[src/rtl/dmux_pkg.sv]
// Shared definitions for the serial-to-parallel collector and its mux-side twin.
//   WIDTH_DEFAULT : default word width in bits
//   sel_width()   : slot-select width derived from a word width
//   out_state_e   : output register occupancy (EMPTY / FULL)
//   onehot()      : slot index -> one-hot vector, truncated by the caller
package dmux_pkg;

  localparam int WIDTH_DEFAULT = 8;
  localparam int MAX_WIDTH     = 256;
  localparam int MAX_SEL_W     = 8;

  function automatic int sel_width(input int width);
    return $clog2(width);
  endfunction

  typedef enum logic {
    EMPTY = 1'b0,
    FULL  = 1'b1
  } out_state_e;

  function automatic logic [MAX_WIDTH-1:0] onehot(input logic [MAX_SEL_W-1:0] sel);
    logic [MAX_WIDTH-1:0] r;
    r      = '0;
    r[sel] = 1'b1;
    return r;
  endfunction

endpackage

[src/rtl/dmux8way.sv]
// Combinational 1-to-WIDTH demux producing the staging write enables.
//   enable : write one slot this cycle
//   slot   : slot to write
//   we     : one-hot write-enable vector, all zero when enable is low
module dmux8way
  import dmux_pkg::*;
#(
  parameter int WIDTH = WIDTH_DEFAULT,
  parameter int SEL_W = sel_width(WIDTH)
) (
  input  logic             enable,
  input  logic [SEL_W-1:0] slot,
  output logic [WIDTH-1:0] we
);

  // NOTE: every output of a combinational block is assigned on every path;
  // a path that leaves it untouched would infer a latch.
  always_comb begin
    we = '0;
    if (enable) we = WIDTH'(onehot(MAX_SEL_W'(slot)));
  end

endmodule

[src/rtl/dmux8way_deserializer.sv]
// Serial-to-parallel collector: bit k of each word lands in word[k].
//   clk, reset            : rising-edge clock, synchronous active-high reset
//   in_valid, in_bit      : serial input, one bit per accepted cycle
//   flush                 : discard the partial word (in_valid ignored)
//   clr_overrun           : clear the sticky overrun flag
//   out_ready             : consumer takes out_word
//   out_word, out_valid   : completed word and its valid flag
//   overrun               : sticky, a completed word was dropped
//   slot, busy            : next slot to write; partial word in progress
module dmux8way_deserializer
  import dmux_pkg::*;
#(
  parameter  int WIDTH = WIDTH_DEFAULT,
  localparam int SEL_W = sel_width(WIDTH)
) (
  input  logic             clk,
  input  logic             reset,
  input  logic             in_valid,
  input  logic             in_bit,
  input  logic             flush,
  input  logic             clr_overrun,
  input  logic             out_ready,
  output logic [WIDTH-1:0] out_word,
  output logic             out_valid,
  output logic             overrun,
  output logic [SEL_W-1:0] slot,
  output logic             busy
);

  logic             accept;
  logic             complete;
  logic [WIDTH-1:0] we;
  logic [WIDTH-1:0] staging;
  logic [WIDTH-1:0] done_word;
  out_state_e       state;

  assign accept   = in_valid & ~flush;
  assign complete = accept & (slot == SEL_W'(WIDTH - 1));
  assign busy     = (slot != '0);

  // The last bit goes straight into the delivered word; staging never holds it.
  always_comb begin
    done_word            = staging;
    done_word[WIDTH-1]   = in_bit;
  end

  dmux8way #(
    .WIDTH (WIDTH),
    .SEL_W (SEL_W)
  ) u_demux (
    .enable (accept),
    .slot   (slot),
    .we     (we)
  );

  // NOTE: sequential state uses non-blocking assignments only, so every flop
  // samples pre-edge values regardless of statement order.
  // NOTE: staging is reset explicitly; a stale partial word after reset would
  // corrupt the first word assembled.
  always_ff @(posedge clk) begin
    if (reset) begin
      slot    <= '0;
      staging <= '0;
    end else if (flush) begin
      slot    <= '0;
      staging <= '0;
    end else if (accept) begin
      slot <= slot + SEL_W'(1);
      if (complete) staging <= '0;
      else          staging <= (staging & ~we) | (we & {WIDTH{in_bit}});
    end
  end

  always_ff @(posedge clk) begin
    if (reset) begin
      state     <= EMPTY;
      out_word  <= '0;
      out_valid <= 1'b0;
      overrun   <= 1'b0;
    end else begin
      // Set beats clear when both happen on one edge.
      if (state == FULL && complete && !out_ready) overrun <= 1'b1;
      else if (clr_overrun)                        overrun <= 1'b0;

      case (state)
        EMPTY: begin
          if (complete) begin
            state     <= FULL;
            out_word  <= done_word;
            out_valid <= 1'b1;
          end
        end
        FULL: begin
          if (complete) begin
            // Ready: back-to-back handoff; not ready: new word is dropped.
            if (out_ready) out_word <= done_word;
          end else if (out_ready) begin
            state     <= EMPTY;
            out_valid <= 1'b0;
          end
        end
        default: begin
          state     <= EMPTY;
          out_valid <= 1'b0;
        end
      endcase
    end
  end

endmodule

[config.mk]
export PLATFORM = sky130hd
export DESIGN_NAME = dmux8way_deserializer
export DESIGN_NICKNAME = d
export VERILOG_FILES = /design/src/rtl/dmux_pkg.sv /design/src/rtl/dmux8way.sv /design/src/rtl/dmux8way_deserializer.sv
export SDC_FILE = /design/constraint.sdc
export NUM_CORES = 1
export LEC_CHECK = 0
export CAP_MARGIN = 5
export CORE_MARGIN = 1
export CORE_UTILIZATION = 53
export CTS_CLUSTER_DIAMETER = 80
export DETAILED_ROUTE_END_ITERATION = 16
export PLACE_DENSITY_LB_ADDON = 0.3
export SLEW_MARGIN = 10
export SYNTH_ARGS = -nofsm -noshare
export SYNTH_HDL_FRONTEND = slang
export SYNTH_SLANG_ARGS = --single-unit
[constraint.sdc]
create_clock -name clk -period 3.4 [get_ports clk]
set_input_delay 0.68 -clock clk [delete_from_list [all_inputs] [get_ports clk]]
set_output_delay 0.68 -clock clk [all_outputs]
set_load 0.05 [all_outputs]
# --- After elaboration in Yosys (flattened, before gate mapping) ---
# Cells that the tools add are included.
word_totals:
  ff_bits: 22
  latch_bits: 0
  ram_bits: 0
  romBits: 0
  out_inout_bits: 14
  wordCells: 49
  mem_count: 0
classes:
  add_sub_neg: 1
  mul: 0
  div_mod_pow: 0
  order_cmp: 2
  n_eq_ne: 5
  n_shift: 0
  n_mux: 18
  bitwise_logic: 8
  n_reduce_logical: 9
op_table:
  columns: ["operator", "count"]
  rows:
  - ["8-bit 2-to-1 mux", 5]
  - ["8-bit bitwise AND", 2]
  - ["8-bit case mux with 2 select lines", 1]
  - ["3-bit by 9-bit less-than comparator with 1-bit output (second input constant)", 1]
  - ["1-bit 2-to-1 mux", 9]
  - ["2-bit inequality test (second input constant)", 4]
  - ["8-bit inverter", 1]
  - ["8-bit bitwise OR", 1]
  - ["3-bit AND reduction", 2]
  - ["1-bit case mux with 2 select lines", 2]
  - ["3-bit by 1-bit adder with 3-bit output (second input constant)", 1]
  - ["1-bit demux with 3-bit select", 1]
  - ["3-bit equality test (second input constant)", 1]
  - ["3-bit by 1-bit greater-or-equal comparator with 1-bit output (second input constant)", 1]
  - ["1-bit logical AND", 3]
  - ["3-bit nonzero test", 1]
  - ["1-bit bitwise AND", 2]
  - ["1-bit inverter", 2]
  - ["2-bit nonzero test", 1]
  - ["2-bit OR reduction", 1]
  - ["1-bit logical NOT", 1]

# --- Longest topological paths before layout ---
logic_depth:
  depth_word: 9
  ltp_mapped: 8
  ltp_nobuf: 7

# --- Cells and area by module ---
# Synthesis repeated with hierarchy kept, for this count alone.
unflattened:
  cells_unflattened: 118
  hier_area_um2: 1032.2
modules_own_cells:
  columns: ["module", "n_inst", "cells_per_inst", "area_per_inst_um2"]
  rows:
  - ["dmux8way_deserializer", 1, 110, 935.9]
  - ["dmux8way", 1, 8, 96.3]

# --- Least setup slack after synthesis ---
# OpenSTA, ideal clock, no wires.
synth_path:
  kind: "flip-flop to flip-flop"
  from: "reg slot[1]"
  to: "reg out_word[0]"
  setup_ps: 133
  arrival_ps: 2131
  t_required_ps: 3267
  slack_ps: 1135
  path_stages_with_launch: 9
  synth_period_minus_slack_ps: 2265
  cell_sequence: "dfxtp_1 ha_1 ha_1 nand2_1 ha_1 or2_2 clkbuf_1 o21ai_0 a21oi_1"
synth_between:
  elab_chain_len: 4
  elab_cells_between_ends: 5
  classes_between: "eq/ne (3); bitwise (1); reduce/logical (1)"
synth_lines:
  columns: ["item", "line_no", "text"]
  rows:
  - ["start, declared", "dmux8way_deserializer.sv:26", "output logic [SEL_W-1:0] slot,"]
  - ["start signal, assigned", "dmux8way_deserializer.sv:68", "slot <= slot + SEL_W'(1);"]
  - ["3-bit equality test *", "dmux8way_deserializer.sv:38", "assign complete = accept & (slot == SEL_W'(WIDTH - 1));"]
  - ["1-bit bitwise AND *", "dmux8way_deserializer.sv:38", null]
  - ["2-bit inequality test (no source line)", null, null]
  - ["3-bit AND reduction (no source line) *", null, null]
  - ["end signal, assigned", "dmux8way_deserializer.sv:89", "out_word <= done_word;"]
  - ["end signal, assigned", "dmux8way_deserializer.sv:96", "if (out_ready) out_word <= done_word;"]
  - ["end, declared", "dmux8way_deserializer.sv:23", "output logic [WIDTH-1:0] out_word,"]
# Mark *: on every way between the ends. The rest lies on a longest branch, timed or not.
# A chain may end at the register's enable or synchronous reset.

# --- Worst setup path after layout ---
layout_path:
  from: "reg slot[0]"
  to: "out busy"
layout_between:
  elab_chain_len: 1
layout_lines:
  columns: ["item", "line_no", "text"]
  rows:
  - ["3-bit nonzero test", "dmux8way_deserializer.sv:39", "assign busy = (slot != '0);"]
  - ["end, declared", "dmux8way_deserializer.sv:27", "output logic busy"]
# Every way passes these cells.

==> flow_summary.yaml <==
cells_and_area:
  insertedDiodeCount: 0
  fin_nets: 142
  final_area_um2: 1230
  fillCellCount: 152
  syn_to_final_growth_pct: 22.2
  layout_commonest_cell: "dfxtp_1"
  drive_gt1_frac: 0.0703
  layout_common_cells: "dfxtp_1, clkdlybuf4s50_1, nand3_1, a21oi_1"
clock_tree:
  clock_latency_ns: 0.30
  h-tree-depth: 1
  ctsResizeCount: 0
  holdBufCountCts: 0
  cts_sinks: 21
  cts_buffer_depth: 2
  path_clk_slew_ns: 0.12
  numCtsBuffers: 3
  post-cts-setup-buffers: 0
  cts_tree: "built"
  clock-root-buffer: "clkbuf_4"
power:
  leakage_uw: 0.000457
  power_density_nw_per_um2: 330
  ir_worst_vdd_mv: 0.227
global_route:
  grt_max_degree: 18
  grt_pass1_vias: 755
  antenna_found_initial: 0
  grt_usage: 0.211
  grt_pass1_wl_um: 3170
  grt_overflow: 0
critical_path:
  r2r_start: "slot[0]"
  cp.buffers_inverters: 2
  r2r-end: "out_word[4]"
  cp.depth: 4
  crit_arrival_ns: 2.10
  cp-startpoint: "slot[0]"
  cp_cell_sequence: "inv_1 -> ha_1 -> nand2b_1 -> clkdlybuf4s50_1"
  crit_path_end_kind: "output pin"
  cp_slowest_cell: "clkdlybuf4s50_1"
  cp-start-kind: "flop"
  cp_slowest_stage_delay_ns: 0.79
  cp_max_fo: 11
  reg2reg_depth: 7
  crit_path_end: "busy"
  cp.required_ns: 2.72
  crit_family: "buffers and inverters"
  reg2reg_slack_ns: 1.23
  critPathKind: "flop to output pin"
timing:
  hold_viol: 0
  worst_pin_slew_ns: 0.680
  fmax_mhz: 360
  timing.final.crit_period_ns: 2.78
  slew_viol_final: 0
  fin_crit_sh: 0.817
  setup_tns_ns: 0
  relSlewSlack: 0.545
  skew_ns: 0.00298
  rsz0062_at_grt: "no"
  finalSetupViolations: 0
yosys:
  synth-edff-count: 0
  syn_nets: 124
  syn_area_per_cell_um2: 9.07
  yosysWarnings: 0
  synth_area_um2: 1010
  ys_types: 27
  yosysSeqAreaShare: 0.417
  synth_largest_area_cell: "dfxtp_1"
  ys_seq_elements: 21
  synthCells: 111
  synthArstFlopShare: 0
  synth_area_leaders: "dfxtp_1, ha_1, mux2i_1"
  ys.flop_type: "dfxtp_1"
  yosysTopAreaCellShare: 0.417
floorplanning:
  io_pins: 21
  start_util: 0.577
  fp.dieW_um: 45.6
  fp.dieH_um: 45.6
  die_area_um2: 2080
  rows: 15
  core_um2: 1750
placed_design:
  port_buffers: 20
  place_congestion: 0.765
  dp_hpwl_um: 1430
  dpl_cell_area_um2: 1200
drt:
  via_per_inst: 5.40
  vias: 826
  wl_per_cell_um: 12.6
  routed_wirelength_um: 1920
  dr.first_iter.drc_count: 8
  drc: 0
  drt_first_pass_iters: 4
  antenna_left: 0
status:
  status: "finished clean"
job:
  drv_cap: 0
min_path:
  hold_class: "flop to flop"
[worst reg2reg max path, delay by kind of cell (launching register included)]
| kind | cells | cell delay (ns) |
|---|---|---|
| adder cells (fa/ha/maj) | 3 | 0.69 |
| AO/OA/AOI/OAI | 2 | 0.28 |
| flip-flops | 1 | 0.58 |
| AND/OR/NAND/NOR | 2 | 0.50 |
[flip-flops by register name (all words and copies together), names as in the netlist]
name / flops
overrun: 1
out_valid: 1
out_word: 8
slot: 3
state: 1
staging: 7
[worst min path at each step]
stage / start / end / cells after the start
2_1_floorplan: staging[0] / staging[0] / 2
3_3_place_gp: staging[1] / staging[1] / 2
3_5_place_dp: staging[1] / staging[1] / 2
4_1_cts: staging[1] / staging[1] / 2
5_1_grt: staging[1] / staging[1] / 2
6_report: staging[5] / staging[5] / 2
[Yosys cell counts (3+ instances only)]
cell,n
nor2_1,4
nor2b_1,3
nand2_1,9
ha_1,6
dfxtp_1,21
inv_1,4
nand3_1,10
nand2b_1,4
o21ai_0,9
clkbuf_1,5
a21oi_1,10
nor3_1,3
mux2i_1,6
[per-layer routing]
metal | GRT usage | wire, um | share of wire | vias to the layer above
met5 | 0 | 0 | 0 | -
met4 | 0.0727 | 14 | 0.0073 | 0
met3 | 0.0357 | 70 | 0.036 | 2
met2 | 0.371 | 955 | 0.50 | 21
met1 | 0.256 | 881 | 0.46 | 378
li1 | - | - | - | 425
[cells by family (layout without fill, tap and decap cells)]
logic type | Yosys count | count (layout) | share of synthesized area
fa+ha+maj | 6 | 6 | 0.0745
flops | 21 | 21 | 0.417
compound gates | 25 | 25 | 0.164
buf+inv | 11 | 28 | 0.0497
mux | 6 | 6 | 0.0596
simple gates | 41 | 41 | 0.226
xor+xnor | 1 | 1 | 0.00870
[layout make-up]
class                           count  area, um^2  share of cell area
Multi-Input combinational cell     79         537               0.436
Sequential cell                    21         420               0.341
Timing Repair Buffer               20         200               0.163
Tap cell                           25        31.3              0.0254
Clock buffer                        3        22.5              0.0183
Inverter                            4        15.0              0.0122
Clock inverter                      1        5.00             0.00407
[power by group]
part / switching (uW) / internal (uW) / total (uW)
combinational: 21.7 / 15.4 / 37.1
clock: 75.8 / 43.9 / 120
sequential: 2.61 / 247 / 250
[stage by stage]
stage / setup slack [ns] / hold WS, ns / power [uW] / util / instances
finish: 0.622 / 0.473 / 406 / 0.705 / 153
global route: 0.507 / 0.491 / 423 / 0.705 / 153
CTS: 0.611 / 0.477 / 408 / 0.705 / 153
floorplan: 1.14 / 0.438 / 278 / - / 111
detailed placement: 0.688 / 0.459 / 292 / 0.690 / 149
global placement: 0.753 / 0.450 / 291 / 0.690 / 149
No activity file was read; power rests on OpenSTA's default activity.
